## src/rtl/psx_io_pkg.sv

```systemverilog
// Shared types and address constants for the PSX memory-mapped IO bus.
package psx_io_pkg;

  typedef enum logic [1:0] {
    SZ_BYTE = 2'd0,
    SZ_HALF = 2'd1,
    SZ_WORD = 2'd2
  } size_t;

  typedef enum logic [2:0] {
    IDLE,
    ISSUE,
    WAIT,
    RESP,
    DRAIN
  } iom_state_t;

  localparam logic [31:0] IO_BASE     = 32'h1F80_1000;
  localparam logic [31:0] TIMER0_BASE = 32'h1F80_1100;
  localparam logic [31:0] TIMER1_BASE = 32'h1F80_1110;
  localparam logic [31:0] TIMER2_BASE = 32'h1F80_1120;

  // A request is rejected without a bus cycle when its size is illegal or
  // its address is not naturally aligned for that size.
  function automatic logic is_bad_req(input logic [1:0] size, input logic [1:0] addr_lo);
    logic bad;
    case (size)
      SZ_BYTE: bad = 1'b0;
      SZ_HALF: bad = addr_lo[0];
      SZ_WORD: bad = (addr_lo != 2'b00);
      default: bad = 1'b1;
    endcase
    return bad;
  endfunction

endpackage

```

## src/rtl/io_lane_align.sv

```systemverilog
// Byte-lane helper: byte enables and write replication from size/offset,
// plus read-data right-shift and sign/zero extension.
module io_lane_align
  import psx_io_pkg::*;
(
  input  logic [1:0]  size,
  input  logic [1:0]  addr_lo,
  input  logic        sign_ext,
  input  logic [31:0] wdata,
  input  logic [31:0] rdata,
  output logic [3:0]  be,
  output logic [31:0] wdata_rep,
  output logic [31:0] rdata_ext
);

  logic [31:0] shifted;

  // Lane selection and data formatting per access size.
  always_comb begin
    be        = '0;
    wdata_rep = wdata;
    shifted   = rdata >> {addr_lo, 3'b000};
    rdata_ext = shifted;
    case (size)
      SZ_BYTE: begin
        be        = 4'b0001 << addr_lo;
        wdata_rep = {4{wdata[7:0]}};
        rdata_ext = {{24{sign_ext & shifted[7]}}, shifted[7:0]};
      end
      SZ_HALF: begin
        be        = addr_lo[1] ? 4'b1100 : 4'b0011;
        wdata_rep = {2{wdata[15:0]}};
        rdata_ext = {{16{sign_ext & shifted[15]}}, shifted[15:0]};
      end
      SZ_WORD: begin
        be = 4'b1111;
      end
      default: ;
    endcase
  end

endmodule

```

## src/rtl/io_bus_master.sv

```systemverilog
// Initiator for the PSX IO bus: one CPU load/store at a time, strobe held
// until ack or timeout, single-cycle response pulse.
module io_bus_master
  import psx_io_pkg::*;
#(
  parameter int unsigned TIMEOUT_CYCLES = 64,
  parameter int unsigned TO_W           = 7
) (
  input  logic        clk,
  input  logic        rst,
  input  logic        req_valid,
  output logic        req_ready,
  input  logic        req_we,
  input  logic [31:0] req_addr,
  input  logic [1:0]  req_size,
  input  logic        req_signed,
  input  logic [31:0] req_wdata,
  output logic        resp_valid,
  output logic [31:0] resp_rdata,
  output logic        resp_err,
  output logic [31:0] io_addr,
  output logic [31:0] io_wdata,
  output logic        io_wen,
  output logic        io_ren,
  output logic [3:0]  io_be,
  input  logic        io_ack,
  input  logic [31:0] io_rdata
);

  iom_state_t       state_q, state_d;
  logic [TO_W-1:0]  cnt_q;
  logic             we_q, sgn_q, err_q;
  logic [1:0]       size_q, lo_q;
  logic [31:0]      rdata_q;
  logic             bad_req, idle, timeout_hit;
  logic [1:0]       al_size, al_lo;
  logic [3:0]       al_be;
  logic [31:0]      al_wdata, al_rdata;

  assign idle        = (state_q == IDLE);
  assign bad_req     = is_bad_req(req_size, req_addr[1:0]);
  assign timeout_hit = (cnt_q == TO_W'(TIMEOUT_CYCLES - 1));

  // One aligner serves both directions: live request fields while idle,
  // latched fields while the access is in flight.
  assign al_size = idle ? req_size       : size_q;
  assign al_lo   = idle ? req_addr[1:0]  : lo_q;

  io_lane_align u_align (
    .size      (al_size),
    .addr_lo   (al_lo),
    .sign_ext  (sgn_q),
    .wdata     (req_wdata),
    .rdata     (io_rdata),
    .be        (al_be),
    .wdata_rep (al_wdata),
    .rdata_ext (al_rdata)
  );

  assign req_ready  = idle;
  assign resp_valid = (state_q == RESP);
  assign resp_err   = resp_valid & err_q;
  assign resp_rdata = resp_valid ? rdata_q : '0;

  // State register.
  always_ff @(posedge clk or posedge rst) begin
    if (rst) state_q <= IDLE;
    else     state_q <= state_d;
  end

  // Next-state logic. The strobe is registered at acceptance so ISSUE is
  // already the first strobe cycle and can see a zero-wait ack.
  always_comb begin
    state_d = state_q;
    case (state_q)
      IDLE:        if (req_valid) state_d = bad_req ? RESP : ISSUE;
      ISSUE, WAIT: begin
        if (io_ack || timeout_hit) state_d = RESP;
        else                       state_d = WAIT;
      end
      RESP:        state_d = io_ack ? DRAIN : IDLE;
      DRAIN:       if (!io_ack) state_d = IDLE;
      default:     state_d = IDLE;
    endcase
  end

  // Request latch, bus drive, timeout count and response capture.
  always_ff @(posedge clk or posedge rst) begin
    if (rst) begin
      cnt_q    <= '0;
      we_q     <= 1'b0;
      sgn_q    <= 1'b0;
      err_q    <= 1'b0;
      size_q   <= '0;
      lo_q     <= '0;
      rdata_q  <= '0;
      io_addr  <= '0;
      io_wdata <= '0;
      io_be    <= '0;
      io_wen   <= 1'b0;
      io_ren   <= 1'b0;
    end else begin
      case (state_q)
        IDLE: if (req_valid) begin
          we_q   <= req_we;
          sgn_q  <= req_signed;
          size_q <= req_size;
          lo_q   <= req_addr[1:0];
          cnt_q  <= '0;
          if (bad_req) begin
            err_q   <= 1'b1;
            rdata_q <= '0;
          end else begin
            err_q    <= 1'b0;
            io_addr  <= {req_addr[31:2], 2'b00};
            io_be    <= al_be;
            io_wdata <= al_wdata;
            io_wen   <= req_we;
            io_ren   <= ~req_we;
          end
        end
        ISSUE, WAIT: begin
          if (io_ack) begin
            io_wen  <= 1'b0;
            io_ren  <= 1'b0;
            err_q   <= 1'b0;
            rdata_q <= we_q ? '0 : al_rdata;
          end else if (timeout_hit) begin
            io_wen  <= 1'b0;
            io_ren  <= 1'b0;
            err_q   <= 1'b1;
            rdata_q <= '0;
          end else begin
            cnt_q <= cnt_q + TO_W'(1);
          end
        end
        default: ;
      endcase
    end
  end

endmodule

```

## config.mk

```make
export PLATFORM = sky130hd
export DESIGN_NAME = io_bus_master
export DESIGN_NICKNAME = d
export VERILOG_FILES = /design/src/rtl/psx_io_pkg.sv /design/src/rtl/io_lane_align.sv /design/src/rtl/io_bus_master.sv
export SDC_FILE = /design/constraint.sdc
export NUM_CORES = 1
export LEC_CHECK = 0
export ABC_CLOCK_PERIOD_IN_PS = 7100
export CAP_MARGIN = 25
export CORE_ASPECT_RATIO = 0.8
export CORE_MARGIN = 8
export CORE_UTILIZATION = 49
export DETAILED_ROUTE_END_ITERATION = 12
export PLACE_DENSITY = 0.87
export RECOVER_POWER = 100
export SLEW_MARGIN = 20
export SYNTH_ARGS = -nofsm -noshare
export SYNTH_HDL_FRONTEND = slang
export SYNTH_SLANG_ARGS = --single-unit
```

## constraint.sdc

```tcl
create_clock -name clk -period 7.1 [get_ports clk]
set_input_delay 1.42 -clock clk [delete_from_list [all_inputs] [get_ports clk]]
set_output_delay 1.42 -clock clk [all_outputs]
set_load 0.01 [all_outputs]
```

After elaboration in Yosys (flattened, before gate mapping). Index checks and enable logic that the tools add are counted.

Register bits: 117. Bits in latches: 0. Memory bits (writable): 0. Bits in read-only memories: 0. Bits of input ports: 104. Word-level logic and storage cells: 88. Memories: 0.

Add/subtract/negate cells: 1. Multiply operators: 0. Div/mod/pow operators: 0. $lt $le $gt $ge: 0. Eq/ne operators: 16. Shifts and indexed selects: 2. Muxes and demuxes: 37. Bitwise operators: 5. Reductions and logical operators: 14.

Operators by type and width (number): two-way mux 32 bit (6); one-hot mux 32 bit (2 select lines) (3); >> shifter 32 x 5 -> 32 bit (1); two-way mux 7 bit (3); one-hot mux 7 bit (2 select lines) (1); != test 2 bit (second input constant) (6); one-hot mux 3 bit (4 select lines) (1); one-hot mux 4 bit (3 select lines) (1); AND reduction 4 bit (3); two-way mux 1 bit (11); two-way mux 3 bit (3); adder 7 x 1 -> 7 bit (second input constant) (1); == test 7 x 6 -> 1 bit (second input constant) (1); == test 3 x 2 -> 1 bit (second input constant) (2); two-way mux 2 bit (3); one-hot mux 1 bit (2 select lines) (3); AND reduction 3 bit (2); == test 2 x 1 -> 1 bit (second input constant) (2); == test 2 bit (second input constant) (2); zero test 2 bit (2); two-way mux 4 bit (1); AND reduction 2 bit (2); nonzero test 2 bit (2); << shifter 1 x 2 -> 4 bit (first input constant) (1); 9 further kinds (12).

Longest topological paths before layout. Gate-level depths: netlist (run 1).

Depth after elaboration: 8. Mapped depth: 8. Mapped depth without buffers: 6.

Cells and area by module. From an unflattened synthesis (run 1), not the netlist that was laid out.

Cell total of the unflattened synthesis: 527. Area, all modules: 6323.6 um^2.

Modules (own cells, without submodules): io_bus_master (times used 1, cells an instance 339, area each 4964.8 um^2, seq. area each 2927.8 um^2); io_lane_align (times used 1, cells an instance 188, area each 1358.8 um^2, seq. area each 0.0 um^2).

Least setup slack after synthesis (run 1). Ideal clock, no wire load.

Kind: in2reg. From: input req_addr[0]. To: register io_wdata[0]. Data arrival time: 2849 ps. Slack: 4127 ps. Stages on the path: 7. Buffers on the path: 3. Cells stage by stage: buf_2 -> a21oi_1 -> or2_2 -> nand3_1 -> buf_2 -> buf_2 -> mux2_2.

Word-level cells in the longest chain between the ends: 4.

Ends and longest elaborated chain: start: declaration (RTL line io_bus_master.sv:14) `input logic [31:0] req_addr,`; nonzero test 2 bit (RTL line psx_io_pkg.sv:30) `SZ_WORD: bad = (addr_lo != 2'b00);`; one-hot mux 1 bit (3 select lines) * (RTL line psx_io_pkg.sv:27) `case (size)`; inverter 1 bit (no line) *; AND reduction 3 bit (no line) *; end signal: assignment (RTL line io_bus_master.sv:117) `io_wdata <= al_wdata;`; end: declaration (RTL line io_bus_master.sv:22) `output logic [31:0] io_wdata,`.

Every way passes the cells marked *; elsewhere a longest branch is shown, timed or not. A chain may end at the register's enable or synchronous reset.

==> results by group, run 1 <==
Status
  • Status: complete, but fails checks
  • Failing checks: capacitance limit, slew limit

GRT
  • Vias in the first global route: 5,278
  • Antenna violations before repair: 0
  • Largest net degree at the start of global routing: 97
  • First-pass GRT wire length: 28,000 um
  • All-Layer GR Usage: 0.235
  • Total grt overflow: 0

Floorplanning
  • Chip width: 137 um
  • Core area: 11,500 um^2
  • Die Y: 113 um
  • Starting density of the core: 0.501
  • Core Rows: 35
  • Die ar.: 15,500 um^2
  • Total I/O pin count: 209

CTS
  • Clock tree buffer depth: 2
  • TritonCTS clock tree: yes
  • # Post-CTS Setup Buffers: 0
  • Skew-Pair Late Insertion Delay: 0.41 ns
  • Root buffer cell: clkbuf_16
  • Post-CTS sizing: 0
  • Cts bufs inserted: 17
  • Hold bufs inserted after CTS: 0
  • Clk slew on worst S/H paths: 0.05 ns
  • Clock sink count: 117
  • H-tree depth: 4

Critical path
  • Crit end category: asynchronous set/reset pin
  • RR Startpoint: state_q[2]
  • Flop2flop setup slack: 3.94 ns
  • Worst reg2reg endpoint: rdata_q[12]
  • Critical setup path kind: in2async
  • Req. time, crit path: 7.29 ns
  • CP Max Fanout: 72
  • R2r worst-path depth: 7
  • Crit path launch type: input port
  • Worst EP arrival: 4.64 ns

Power and ir drop
  • Clock Power Share: 0.237
  • Net Sw Power: 1.28 mW
  • Switching fraction of total power: 0.359
  • Leakage Power: 3.78 nW
  • Cell Pwr Density: 423 nW/um^2
  • Peak supply drop: 0.227 mV
  • Comb pwr share: 0.442
  • Cell-internal power: 2.29 mW
  • Total design power: 3.57 mW
  • Sequential share of power: 0.322

Synth
  • Post-Synthesis Cells: 513
  • Yosys top cell area share: 0.509
  • Yosys warning count: 0
  • Cell taking the most area after synthesis: dfrtp_1
  • Seq/Total Area, Yosys: 0.509
  • Ys flop type: dfrtp_1
  • Netlist cell types: 49
  • FF+latch count, synth: 117
  • EDFF count, synth: 0
  • Top cells by area, synth: dfrtp_1, mux2_2, mux2i_1
  • Synthesized cell area: 5750 um^2
  • Syn Area/Cell: 11.2 um^2
  • Async SR Flop Fraction: 1.00

STA
  • Period Utilization, post-route: 0.628
  • Final Skew: 0.00710 ns
  • Max-slew violation count: 120
  • Final setup TNS: 0 ns
  • Final Hold Viols: 0
  • Fmax: 224 MHz
  • Worst-margin pin slew: 2.02 ns
  • Worst relative slew slack: -0.357
  • RSZ-0062 raised after global routing: no
  • Period minus WS final: 4.46 ns
  • Final setup viols: 0

Layout
  • Antenna diodes: 0
  • Filler cell count: 769
  • Fraction of layout cells with a size suffix above 1: 0.151
  • Total Nets Final: 813
  • Synth-to-Final Area Change: 46.8%
  • Fin cells: 869
  • Final Util: 0.736

Detailed routing
  • Via count: 4,894
  • Avg WL per Cell: 20.7 um
  • Starting DRT DRC Count: 356
  • Antenna Nets Post-Route: 0
  • DRC Markers: 0
  • Vias per cell: 5.63
  • Detailed-router iteration count before antenna repair: 5
  • Overall routed net length: 18,000 um

Hold path
  • Hold path startpoint: io_wdata[9]
  • Hold/Removal Path Class: reg2reg
  • Min-Delay Endpoint: io_wdata[9]
  • Hold depth: 2

Placement
  • RePlAce Congestion: 0.813
  • Buffers on Ports: 206
  • Post-DP HPWL: 13,200 um
  • Placed cell count: 836

Flow run
  • Max Cap Viol: 2
synth_stat cells, drive strengths merged (2+ instances only):
master and number:
mux2 63, mux2i 36, a21oi 10, a222oi 8, o21ai 44, a22oi 23
o211ai 8, nor3 5, o31ai 2, inv 4, and2 33, a22o 3
nor2 17, nand2b 2, nand2 49, dfrtp 117, xor2 2, or3 2
nand3b 3, buf 25, nand3 26, clkbuf 12
worst max-delay path: stages:
cell and delay (ns):
dlygate4sd3_1 0.55, clkinvlp_2 1.16, clkbuf_2 1.43
worst max-delay path by stage:
stage | slack, ns | start | end
after floorplan | 2.58 | rst | cnt_q[0]
after global placement | 3.09 | io_ack | rdata_q[18]
after detailed placement | 2.92 | io_ack | rdata_q[22]
after CTS | 3.10 | state_q[2] | resp_rdata[10]
after global routing | 1.96 | rst | rdata_q[20]
final | 2.64 | rst | rdata_q[18]
routing by layer:
| layer | up-vias | part of all wire | GRT usage |
|---|---|---|---|
| met2 | 238 | 0.48 | 0.379 |
| met1 | 2381 | 0.39 | 0.270 |
| met4 | 0 | 0.028 | 0.103 |
| met5 | - | 0 | 0 |
| li1 | 2239 | - | - |
| met3 | 36 | 0.10 | 0.0943 |
layout make-up:
type,instances,area [um^2],area share
flip-flops and latches,117,2930,0.347
multi-input cells,356,2610,0.309
repair buffers,212,2120,0.251
clock buffers,23,488,0.0578
well taps,148,185,0.0219
clock inverters,9,100,0.0119
inverters,4,16.3,0.00193
flip-flops by register name, indices dropped and copies added (netlist names):
name and flops:
io_be 4, state_q 3, size_q 2, rdata_q 32
io_addr 30, sgn_q 1, io_wen 1, we_q 1
cnt_q 7, lo_q 2, err_q 1, io_wdata 32
io_ren 1
power by group through the flow:
stage	registers [mW]	logic [mW]	clock network, mW
6_report	1.15	1.58	0.845
5_1_grt	1.18	1.71	0.885
4_1_cts	1.15	1.67	0.858
3_5_place_dp	1.16	1.66	0
3_3_place_gp	1.13	1.61	0
2_1_floorplan	1.19	0.872	0
cell usage in the layout, fill, tap and decap left out, types with 10 or more instances in the layout:
| cell type | n |
|---|---|
| nand2_1 | 49 |
| mux2i_1 | 34 |
| nor2_1 | 17 |
| a21oi_1 | 10 |
| mux2_2 | 61 |
| clkbuf_16 | 17 |
| dfrtp_1 | 117 |
| dlygate4sd3_1 | 79 |
| a22oi_1 | 23 |
| clkdlybuf4s50_1 | 127 |
| o21ai_0 | 44 |
| nand3_1 | 25 |
| and2_0 | 27 |
per-stage QoR:
stage / hold WS, ns / instance area, um^2 / worst slack (ns)
4_1_cts: 0.482 / 8440 / 3.10
6_report: 0.471 / 8440 / 2.64
5_1_grt: 0.502 / 8440 / 1.96
3_3_place_gp: 0.462 / 7850 / 3.09
3_5_place_dp: 0.470 / 7850 / 2.92
2_1_floorplan: 0.442 / 5760 / 2.58
cell families after synthesis:
group | after synthesis | synth area share
flops | 117 | 0.509
other cells | 1 | 0.000652
xor+xnor | 3 | 0.00457
fa+ha+maj | 1 | 0.00217
mux | 99 | 0.187
compound gates | 105 | 0.121
simple gates | 146 | 0.136
buf+inv | 41 | 0.0396
Power figures use the tool's default switching activity.
==> run 2, diff against run 1 <==
- ABC_CLOCK_PERIOD_IN_PS: 7100 -> 4400
- CORE_UTILIZATION: 49 -> 45
- PLACE_DENSITY: 0.87 -> 0.81
- clock period: 7.1 -> 4.4 ns (I/O delays scaled with it)
==> results by group, run 2 (synthesis results as in run 1) <==
Critical path
  • Slowest cell delay on critical path: 0.86 ns (-0.57 ns)
  • Crit path cell chain: nor2_1 -> clkbuf_1 -> and2_1 -> dlygate4sd3_1
  • Worst setup startpoint: state_q[2]
  • Critical setup path kind: reg2out
  • Worst EP arrival: 2.79 ns (-1.85 ns)
  • RR Startpoint: state_q[2]
  • Crit end category: output port
  • Critical-path top delay cell: clkbuf_1
  • R2r worst-path depth: 6 (-1)
  • CP Max Fanout: 34 (-53%)
  • Worst path bufs/invs: 2 (-1)
  • Worst reg2reg endpoint: rdata_q[11]
  • Req. time, crit path: 3.52 ns (-3.77 ns)
  • CP top delay family: buffers and inverters
  • Flop2flop setup slack: 0.82 ns (-3.12 ns)
  • Crit path launch type: register

Placement
  • Buffers on Ports: 206 (unchanged)
  • RePlAce Congestion: 0.875 (+7.6%)
  • Post-DP HPWL: 13,100 um (-0.67%)
  • Placed cell count: 868 (+3.8%)

Hold path
  • Hold depth: 2 (unchanged)
  • Hold path startpoint: io_wdata[12]
  • Min-Delay Endpoint: io_wdata[12]
  • Hold/Removal Path Class: reg2reg

STA
  • RSZ-0062 raised after global routing: no
  • Worst relative slew slack: 0.238 (+0.595)
  • Worst-margin pin slew: 1.14 ns (-0.881 ns)
  • Period Utilization, post-route: 0.834
  • Final Skew: 0.0134 ns (+0.00629 ns)
  • Final setup TNS: 0 ns (unchanged)
  • Final Hold Viols: 0 (unchanged)
  • Worst hold margin: 0.476 ns (+0.00487 ns)
  • Period minus WS final: 3.67 ns
  • Max-slew violation count: 0 (-100%)
  • Final setup viols: 0 (unchanged)
  • Fmax: 273 MHz

GRT
  • First-pass GRT wire length: 28,200 um (+0.76%)
  • Antenna violations before repair: 2 (+2)
  • Vias in the first global route: 5,282 (+0.076%)
  • All-Layer GR Usage: 0.220 (-0.0150)
  • Largest net degree at the start of global routing: 100 (+3.1%)
  • Total grt overflow: 0 (unchanged)

Layout
  • Total Nets Final: 817 (+0.49%)
  • Filler cell count: 952 (+24%)
  • Most frequent cells in the layout: clkdlybuf4s50_1, dfrtp_1, dlygate4sd3_1
  • Antenna diodes: 0 (unchanged)
  • Fin cells: 899 (+3.5%)
  • Commonest non-fill, non-tap cell in the layout: clkdlybuf4s50_1
  • Biggest regs: io_wdata (32), rdata_q (32), io_addr (30)
  • Fraction of layout cells with a size suffix above 1: 0.151 (-0.000626)
  • Synth-to-Final Area Change: 47.2%

CTS
  • Clock sink count: 117 (unchanged)
  • H-tree depth: 4 (unchanged)
  • # Post-CTS Setup Buffers: 0 (unchanged)
  • Post-CTS sizing: 0 (unchanged)
  • Clock tree buffer depth: 2 (unchanged)
  • Cts bufs inserted: 17 (unchanged)
  • Skew-Pair Late Insertion Delay: 0.41 ns (about the same)
  • Root buffer cell: clkbuf_16
  • Clk slew on worst S/H paths: 0.05 ns (about the same)
  • TritonCTS clock tree: yes
  • Hold bufs inserted after CTS: 0 (unchanged)

Floorplanning
  • Die Y: 117 um (+3.7%)
  • Core Rows: 37 (+5.7%)
  • Starting density of the core: 0.453 (-0.0479)
  • Core area: 12,700 um^2 (+11%)
  • Total I/O pin count: 209 (unchanged)
  • Die ar.: 16,700 um^2 (+7.7%)
  • Chip width: 142 um (+3.8%)

Power and ir drop
  • Peak supply drop: 0.407 mV (+79%)
  • Cell Pwr Density: 671 nW/um^2 (+59%)
  • Leakage Power: 3.77 nW (-0.20%)

Detailed routing
  • Detailed-router iteration count before antenna repair: 7 (+2)
  • Antenna Nets Post-Route: 0 (unchanged)
  • Via count: 4,848 (-0.94%)
  • Vias per cell: 5.39 (-4.2%)
  • Starting DRT DRC Count: 320 (-10%)
  • Overall routed net length: 18,000 um (+0.21%)
  • DRC Markers: 0 (unchanged)
  • Avg WL per Cell: 20.0 um (-3.1%)

Flow run
  • Max Cap Viol: 0 (-2)

Status
  • Status: finished, final reports clean
-- run 2: cell count changes in the layout (fill, tap and decap cells not counted), moves of 2 or more --
cell,previous run,this run
mux2_1,1,5
buf_4,2,7
clkbuf_1,4,2
mux2_2,61,57
and2_1,6,9
and2_0,27,24
-- run 2: worst max-delay path by stage --
| stage | to | slack, ns | cells past startpoint |
|---|---|---|---|
| after global routing | resp_err | 0.53 | 4 |
| after floorplan | cnt_q[0] | 0.42 | 1 |
| after global placement | io_addr[25] | 1.19 | 6 |
| after detailed placement | io_addr[28] | 1.11 | 6 |
| after CTS | req_ready | 1.14 | 2 |
| final | resp_rdata[14] | 0.73 | 4 |
-- run 2: tightest hold or removal path, stage by stage (launching register included) --
cell     delay (ns)
dfrtp_1        0.33
nand2_1        0.05
o21ai_0        0.06
-- run 2: report_power, final --
group | switching [mW] | internal (mW)
sequential | 0.294 | 1.54
combinational | 1.28 | 1.26
clock | 0.475 | 0.827
total | 2.05 | 3.63
-- run 2: area by class of cell --
type	instances	area, um^2	area share
timing repair buffer	216	2140	0.253
clock inverter	9	77.6	0.00916
clock buffer	22	484	0.0572
tap	175	219	0.0259
sequential	117	2930	0.346
inverter	4	16.3	0.00192
multi-input combinational	356	2600	0.307
-- run 2: per-layer routing --
layer | GRT usage | share of wire | vias to the layer above
met3 | 0.109 | 0.11 | 18
met1 | 0.250 | 0.39 | 2360
met4 | 0.0671 | 0.011 | 4
li1 | - | - | 2250
met5 | 0 | 0.0019 | -
met2 | 0.361 | 0.48 | 216
-- run 2: stage by stage --
step                      setup WS (ns)  area [um^2]  total power, mW   util
after CTS                          1.14         8510             5.89  0.671
after detailed placement           1.11         7950             4.53  0.627
after global routing              0.531         8470             6.02  0.668
final                             0.732         8470             5.69  0.668
after floorplan                   0.419         5760             3.33      -
after global placement             1.19         7950             4.46  0.627
==> run 3, diff against run 2 <==
- ABC_CLOCK_PERIOD_IN_PS: 4400 -> 3100
- CORE_UTILIZATION: 45 -> 41
- PLACE_DENSITY: 0.81 -> 0.77
- clock period: 4.4 -> 3.1 ns (I/O delays scaled with it)
==> results by group, run 3 (synthesis results as in run 1) <==
Status
  • Status: complete, but fails checks
  • Failing checks: capacitance limit, slew limit

CTS
  • Clock sink count: 117 (unchanged)
  • # Post-CTS Setup Buffers: 0 (unchanged)
  • Post-CTS sizing: 0 (unchanged)
  • H-tree depth: 4 (unchanged)
  • Skew-Pair Late Insertion Delay: 0.40 ns (about the same)
  • Clock tree buffer depth: 2 (unchanged)
  • Cts bufs inserted: 17 (unchanged)
  • Root buffer cell: clkbuf_16
  • TritonCTS clock tree: yes
  • Clk slew on worst S/H paths: 0.05 ns (about the same)
  • Hold bufs inserted after CTS: 0 (unchanged)

STA
  • Final setup TNS: 0 ns (unchanged)
  • Final worst-path setup slack: 0.216 ns (-0.516 ns)
  • Worst-margin pin slew: 1.75 ns (+0.610 ns)
  • Max-slew violation count: 71 (+71)
  • Fmax: 347 MHz
  • Final Hold Viols: 0 (unchanged)
  • Worst relative slew slack: -0.169 (-0.406)
  • Period Utilization, post-route: 0.930
  • Period minus WS final: 2.88 ns
  • RSZ-0062 raised after global routing: no
  • Final Skew: 0.00872 ns (-0.00466 ns)
  • Final setup viols: 0 (unchanged)

Placement
  • Dpl ws: 0.455 ns (-0.652 ns)
  • Buffers on Ports: 206 (unchanged)
  • Post-DP HPWL: 12,900 um (-1.3%)
  • RePlAce Congestion: 0.856 (-2.1%)

GRT
  • Antenna violations before repair: 2 (unchanged)
  • Largest net degree at the start of global routing: 71 (-29%)
  • First-pass GRT wire length: 27,600 um (-2.0%)
  • All-Layer GR Usage: 0.193 (-0.0264)
  • Vias in the first global route: 5,198 (-1.6%)
  • Total grt overflow: 0 (unchanged)

Detailed routing
  • Overall routed net length: 17,400 um (-3.3%)
  • Starting DRT DRC Count: 315 (-1.6%)
  • Antenna Nets Post-Route: 0 (unchanged)
  • DRC Markers: 0 (unchanged)
  • Via count: 4,901 (+1.1%)
  • Vias per cell: 5.36 (-0.67%)
  • Avg WL per Cell: 19.0 um (-5.0%)
  • Detailed-router iteration count before antenna repair: 6 (-1)

Floorplanning
  • Die Y: 122 um (+4.1%)
  • Starting density of the core: 0.422 (-0.0319)
  • Total I/O pin count: 209 (unchanged)
  • Core Rows: 38 (+2.7%)
  • Chip width: 148 um (+4.2%)
  • Die ar.: 18,100 um^2 (+8.5%)
  • Core area: 13,600 um^2 (+7.6%)

Power and ir drop
  • Leakage Power: 3.91 nW (+3.7%)
  • Clock Power Share: 0.232 (+0.003)
  • Peak supply drop: 0.563 mV (+38%)
  • Cell Pwr Density: 950 nW/um^2 (+41%)
  • Switching fraction of total power: 0.354 (-0.00688)
  • Cell-internal power: 5.24 mW (+44%)
  • Net Sw Power: 2.87 mW (+40%)
  • Comb pwr share: 0.449 (about the same)
  • Sequential share of power: 0.319 (-0.004)

Critical path
  • CP Max Fanout: 12 (-65%)
  • Critical setup path kind: reg2out
  • Worst EP arrival: 2.26 ns (-0.53 ns)
  • Req. time, crit path: 2.48 ns (-1.04 ns)
  • Crit path launch type: register
  • RR Startpoint: state_q[2]
  • Crit end category: output port
  • Worst setup startpoint: state_q[2]

Layout
  • Total Nets Final: 827 (+1.2%)
  • Fraction of layout cells with a size suffix above 1: 0.152 (+0.00183)
  • Most frequent cells in the layout: dfrtp_1, clkdlybuf4s50_1, dlygate4sd3_1
  • Synth-to-Final Area Change: 48.6%
  • Biggest regs: io_wdata (32), rdata_q (32), io_addr (30)
  • Antenna diodes: 0 (unchanged)
  • Commonest non-fill, non-tap cell in the layout: dfrtp_1
  • Filler cell count: 1,097 (+15%)

Hold path
  • Hold/Removal Path Class: reg2reg
  • Hold path startpoint: io_be[0]

Flow run
  • Max Cap Viol: 1 (+1)
==> run 3: cell type report <==
| class | count | area [um^2] | area share |
|---|---|---|---|
| tap | 180 | 225 | 0.0264 |
| sequential | 117 | 2930 | 0.343 |
| clock buffer | 23 | 468 | 0.0548 |
| inverter | 4 | 16.3 | 0.00190 |
| clock inverter | 9 | 103 | 0.0120 |
| multi-input combinational | 356 | 2610 | 0.305 |
| timing repair buffer | 226 | 2200 | 0.257 |
==> run 3: power groups by stage <==
stage	Clock [mW]	Sequential, mW	Combinational [mW]
5_1_grt	2.02	2.68	3.95
4_1_cts	1.94	2.61	3.91
3_5_place_dp	0	2.63	3.89
3_3_place_gp	0	2.59	3.79
6_report	1.88	2.59	3.64
2_1_floorplan	0	2.73	2.00
==> run 3: routing by layer <==
layer | part of all wire | global-route usage
met4 | 0.019 | 0.0731
met2 | 0.47 | 0.305
met3 | 0.097 | 0.0819
met5 | 0.0016 | 0
met1 | 0.41 | 0.232
==> run 3: through the flow <==
step                hold WS, ns  instances  power, mW  utilization  area (um^2)
floorplan                 0.442        514       4.73            -         5760
finish                    0.474        915       8.12        0.626         8540
global route              0.496        915       8.64        0.626         8540
global placement          0.462        883       6.39        0.590         8060
CTS                       0.484        915       8.46        0.632         8630
detailed placement        0.472        883       6.52        0.590         8060
==> run 3: worst paths after layout <==
| path | end | slack, ns | cells past startpoint |
|---|---|---|---|
| worst max register to register | rdata_q[9] | 0.28 | 6 |
| worst min register to register | io_be[0] | 0.47 | 2 |
| max in group asynchronous | err_q | 0.71 | 3 |
| min in group asynchronous | io_addr[29] | 1.09 | 3 |
| worst min-delay path | io_be[0] | 0.47 | 2 |
| worst max-delay path | req_ready | 0.22 | 3 |
==> run 3: critical path: stages (launching register included) <==
cell	delay, ns
dfrtp_1	0.47
nor3_4	0.56
buf_4	0.26
clkdlybuf4s50_1	0.56
